--- config.mk ---
export PLATFORM = sky130hd
export DESIGN_NAME = i2c_slave_front_end
export DESIGN_NICKNAME = d
export VERILOG_FILES = /design/src/rtl/i2c_slave_front_end.sv
export SDC_FILE = /design/constraint.sdc
export NUM_CORES = 1
export LEC_CHECK = 0
export ABC_CLOCK_PERIOD_IN_PS = 2300
export CORE_AREA = 2 2 65 42
export CTS_CLUSTER_DIAMETER = 200
export DETAILED_ROUTE_END_ITERATION = 16
export DIE_AREA = 0 0 67 44
export HOLD_SLACK_MARGIN = 0.06
export PLACE_DENSITY_LB_ADDON = 0.25
export SETUP_SLACK_MARGIN = 0.05
export SKIP_CTS_REPAIR_TIMING = 1
export SLEW_MARGIN = 20
export SYNTH_ARGS = -nofsm -noshare
export SYNTH_HDL_FRONTEND = slang
export SYNTH_SLANG_ARGS = --single-unit
export TNS_END_PERCENT = 100
--- constraint.sdc ---
create_clock -name FPGA_clk -period 2.3 [get_ports FPGA_clk]
set_input_delay 0.69 -clock FPGA_clk [delete_from_list [all_inputs] [get_ports FPGA_clk]]
set_output_delay 0.69 -clock FPGA_clk [all_outputs]
set_load 0.01 [all_outputs]
--- src/rtl/i2c_slave_front_end.sv ---
// I2C slave front end: synchronizes SCL/SDA, detects START/STOP, receives the
// address byte, drives the address ACK and flags an addressed write to the data-in stage.
module i2c_slave_front_end #(
    parameter logic [6:0] SLAVE_ADDR = 7'h42
) (
    input  logic       FPGA_clk,
    input  logic       rst,
    input  logic       SCL_in,
    input  logic       SDA_in,
    output logic       SCL,
    output logic       SCL_prev,
    output logic       SDA,
    output logic       SDA_prev,
    output logic       sda_drive_low,
    output logic       enable,
    output logic       start_det,
    output logic       stop_det,
    output logic       addr_match,
    output logic       rw_bit,
    output logic [2:0] fsm_state
);

    typedef enum logic [2:0] {
        IDLE   = 3'd0,
        ADDR   = 3'd1,
        ACK    = 3'd2,
        ACTIVE = 3'd3,
        IGNORE = 3'd4
    } state_t;

    state_t      state, state_n;
    logic        scl_meta, sda_meta;
    logic [7:0]  shift, shift_n;
    logic [3:0]  bit_cnt, bit_cnt_n;
    logic        ack_rise, ack_rise_n;
    logic        match_n, rw_n, drive_n, enable_n;
    logic        rise, fall, start_cond, stop_cond;

    // Reset to an idle (high) bus so releasing reset can never look like a START.
    always_ff @(posedge FPGA_clk or posedge rst) begin
        if (rst) begin
            scl_meta <= 1'b1;
            sda_meta <= 1'b1;
            SCL      <= 1'b1;
            SDA      <= 1'b1;
            SCL_prev <= 1'b1;
            SDA_prev <= 1'b1;
        end else begin
            scl_meta <= SCL_in;
            sda_meta <= SDA_in;
            SCL      <= scl_meta;
            SDA      <= sda_meta;
            SCL_prev <= SCL;
            SDA_prev <= SDA;
        end
    end

    assign rise       = SCL & ~SCL_prev;
    assign fall       = ~SCL & SCL_prev;
    assign start_cond = SCL & SCL_prev & SDA_prev & ~SDA;
    assign stop_cond  = SCL & SCL_prev & ~SDA_prev & SDA;
    assign fsm_state  = state;

    always_ff @(posedge FPGA_clk or posedge rst) begin
        if (rst) begin
            state         <= IDLE;
            shift         <= 8'd0;
            bit_cnt       <= 4'd0;
            ack_rise      <= 1'b0;
            addr_match    <= 1'b0;
            rw_bit        <= 1'b0;
            sda_drive_low <= 1'b0;
            enable        <= 1'b0;
            start_det     <= 1'b0;
            stop_det      <= 1'b0;
        end else begin
            state         <= state_n;
            shift         <= shift_n;
            bit_cnt       <= bit_cnt_n;
            ack_rise      <= ack_rise_n;
            addr_match    <= match_n;
            rw_bit        <= rw_n;
            sda_drive_low <= drive_n;
            enable        <= enable_n;
            start_det     <= start_cond;
            stop_det      <= stop_cond;
        end
    end

    always_comb begin
        state_n    = state;
        shift_n    = shift;
        bit_cnt_n  = bit_cnt;
        ack_rise_n = ack_rise;
        match_n    = addr_match;
        rw_n       = rw_bit;
        drive_n    = sda_drive_low;
        // Based on the current state so enable trails ACTIVE entry by one cycle.
        enable_n   = (state == ACTIVE) && !rw_bit && !start_cond && !stop_cond;

        if (start_cond) begin
            state_n   = ADDR;
            shift_n   = 8'd0;
            bit_cnt_n = 4'd0;
            match_n   = 1'b0;
            drive_n   = 1'b0;
        end else if (stop_cond) begin
            state_n = IDLE;
            match_n = 1'b0;
            drive_n = 1'b0;
        end else begin
            case (state)
                ADDR: begin
                    if (rise && (bit_cnt < 4'd8)) begin
                        shift_n   = {shift[6:0], SDA};
                        bit_cnt_n = bit_cnt + 4'd1;
                        if (bit_cnt == 4'd7) begin
                            rw_n    = SDA;
                            match_n = (shift[6:0] == SLAVE_ADDR);
                        end
                    end
                    if (fall && (bit_cnt == 4'd8)) begin
                        ack_rise_n = 1'b0;
                        if (addr_match) begin
                            state_n = ACK;
                            drive_n = 1'b1;
                        end else begin
                            state_n = IGNORE;
                        end
                    end
                end
                ACK: begin
                    // Hold the ACK through the 9th high phase; release on the fall after it.
                    if (rise) begin
                        ack_rise_n = 1'b1;
                    end
                    if (fall && ack_rise) begin
                        drive_n = 1'b0;
                        state_n = ACTIVE;
                    end
                end
                default: begin
                end
            endcase
        end
    end

endmodule

==> metrics.md <==
| Metric | Value |
|---|---|
| Max_cap viols | 0 |
| First-pass GRT wire length | 3660 µm |
| Critical path buffer and inverter count | 1 |
| Setup WS post-layout | 0.184 ns |
| Layout cells sized above 1 | 17.4% |
| Syn_nets | 106 |
| Final setup violation count | 0 |
| Clock Sinks | 27 |
| Hold_ws | 0.361 ns |
| Critical path cell sequence | clkdlybuf4s50_1 |
| Power Density | 772 nW/µm² |
| CP Data Required Time | 1.61 ns |
| Setup TNS Final | 0 ns |
| Setup Skew | 0.00630 ns |
| Synth cell types | 33 |
| Actual slew at the worst max-slew pin | 0.454 ns |
| Post-Layout Cell Count | 153 |
| Crit path max-delay family | flip-flops |
| Post-layout util | 59.9% |
| Routed vias | 810 |
| Post-detail-place hpwl | 1630 µm |
| Routed WL | 2210 µm |
| Initial antenna violation count | 0 |
| Clock transition at path regs | 0.08 ns |
| Cells after DPL | 149 |
| Bufs on Longest Clock Path | 2 |
| Hold Path Class | flop to flop |
| Die Span Y | 44 µm |
| Most numerous cell in the Yosys netlist | dfrtp_1 |
| Ports | 17 |
| Final Hold Viols | 0 |
| Largest net degree at the start of global routing | 28 |
| CP endpoint kind | output port |
| Initial core utilization | 49.3% |
| Place WS | 0.473 ns |
| Worst-skew pair later-pin latency | 0.26 ns |
| Share of the synthesized area in the top cell type | 44.7% |
| # port buffers | 16 |
| CP peak stage delay | 0.60 ns |
| Avg WL per Cell | 14.4 µm |
| Peak supply drop | 0.602 mV |
| Area leader, netlist | dfrtp_1 |
| Top cells by area, synth | dfrtp_1 45%, dfstp_2 13%, mux2_2 5.8% |
| Post-synth top flop | dfrtp_1 |
| Global route overflow | 0 |
| Nets | 128 |
| Fmax | 472 MHz |
| Async SR Flop Fraction | 100% |
| Detailed Routing Iterations Pass 1 | 4 |
| Pins over their slew limit | 0 |
| Seq cells post-synth | 27 |
| Crit share post-route | 92.0% |
| Number of synthesized flops with an enable pin | 0 |
| Vias in the first global route | 776 |
| Pleak | 0.645 nW |
| RSZ-0062 raised after global routing | false |
| Commonest cells in the netlist | 21 x dfrtp_1, 10 x nor2_1, 9 x inv_1, 6 x dfstp_2, 6 x mux2_2 |
| Final antenna-violating net count | 0 |
| CTS tree | built |
| H-tree depth | 1 |
| Die area | 2950 µm² |
| CTS buffer count | 3 |
| CP startpoint kind | flop |
| Row cnt | 14 |
| Crit path DAT | 1.43 ns |
| Netlist Area Pre-Place | 1170 µm² |
| Chip width | 67 µm |
| Cells after Synth | 100 |
| Rel. slew slack | 69.7% |
| Post-synthesis average cell area | 11.7 µm² |
| Critical Path Fanout Max | 7 |
| 1st-iter DRT viols | 59 |
| Yosys Warn Count | 0 |
| Core area | 2380 µm² |
| Outcome | finished clean |
| Area growth, synth to finish | 21.5% |
| Slowest-stage cell, CP | dfstp_2 |
| RePlAce Congestion | 0.847 |
| Sequential cell area fraction in the yosys report | 58.1% |
| DRC violations left | 0 |
| Antenna Cells | 0 |
| Critical path class | flop to output port |
| GRT Util Overall | 17.6% |
| Root Driver | clkbuf_8 |
| Tmin final | 2.12 ns |
| DR vias/cell | 5.29 |
==> placed cells by master, fill, tap and decap left out, types with 2 or more instances in the layout <==
master	n
clkdlybuf4s50_1	16
ha_1	2
nand3_1	5
clkbuf_8	3
inv_1	9
dfrtp_1	21
nor4b_1	2
nor2_1	10
nand2_1	5
nand4_1	2
a21oi_1	4
mux2_2	6
nor2b_1	2
dfstp_2	6
a31oi_1	2
mux2i_1	5
==> metrics by stage <==
step	instance area, µm²	power (W)
6_report	1430	0.00110
5_1_grt	1430	0.00118
4_1_cts	1430	0.00111
3_5_place_dp	1380	0.000860
3_3_place_gp	1380	0.000847
2_1_floorplan	1170	0.000781
==> worst reg2reg max path, cell delays in order (launching register included) <==
cell     delay (ns)
dfstp_2        0.59
nor4b_4        0.39
and4_1         0.31
mux2_2         0.35
==> path summary, 6_finish.rpt <==
check                         start  endpoint  slack, ns  cells past startpoint
setup / recovery                SDA       SDA       0.18                      1
hold / removal             sda_meta       SDA       0.36                      0
setup reg to reg                SCL    rw_bit       0.55                      3
hold reg to reg            sda_meta       SDA       0.36                      0
max in group asynchronous       rst       SDA       1.24                      3
min in group asynchronous       rst  ack_rise       0.77                      3
==> layout make-up <==
cell class                 count  area, µm²
multi-input combinational     63        454
inverter                      10       37.5
fill                         202        955
sequential                    27        683
clock buffer                   4       45.0
tap                           32       40.0
timing repair buffer          17        168
==> registers in the layout (all words and copies together) (netlist names) <==
name / cells
sda_meta: 1
SDA_prev: 1
SDA: 1
start_det: 1
ack_rise: 1
shift: 7
sda_drive_low: 1
rw_bit: 1
SCL_prev: 1
SCL: 1
scl_meta: 1
bit_cnt: 4
enable: 1
stop_det: 1
addr_match: 1
fsm_state: 3
==> power breakdown <==
group          leakage [nW]  internal [W]  switching [W]
sequential            0.345      0.000557      0.0000719
clock                0.0228      0.000124       0.000127
combinational         0.277      0.000118       0.000105
==> kinds of logic (layout without fill, tap and decap cells) <==
group / after synthesis / after routing / synth area share [%]
xor+xnor: 1 / 1 / 0.746
mux: 11 / 11 / 10.0
fa+ha+maj: 2 / 2 / 2.13
flops: 27 / 27 / 58.1
buf+inv: 10 / 31 / 3.19
compound gates: 11 / 11 / 6.28
simple gates: 38 / 38 / 19.5
==> per-layer routing <==
metal	share of wire, %	global-route usage [%]	vias to the layer above
met5	0	0	-
li1	-	-	388
met4	0.82	4.90	0
met2	43	26.5	23
met3	6.2	5.19	2
met1	50	24.8	397
(Power assumes the default switching activity.)
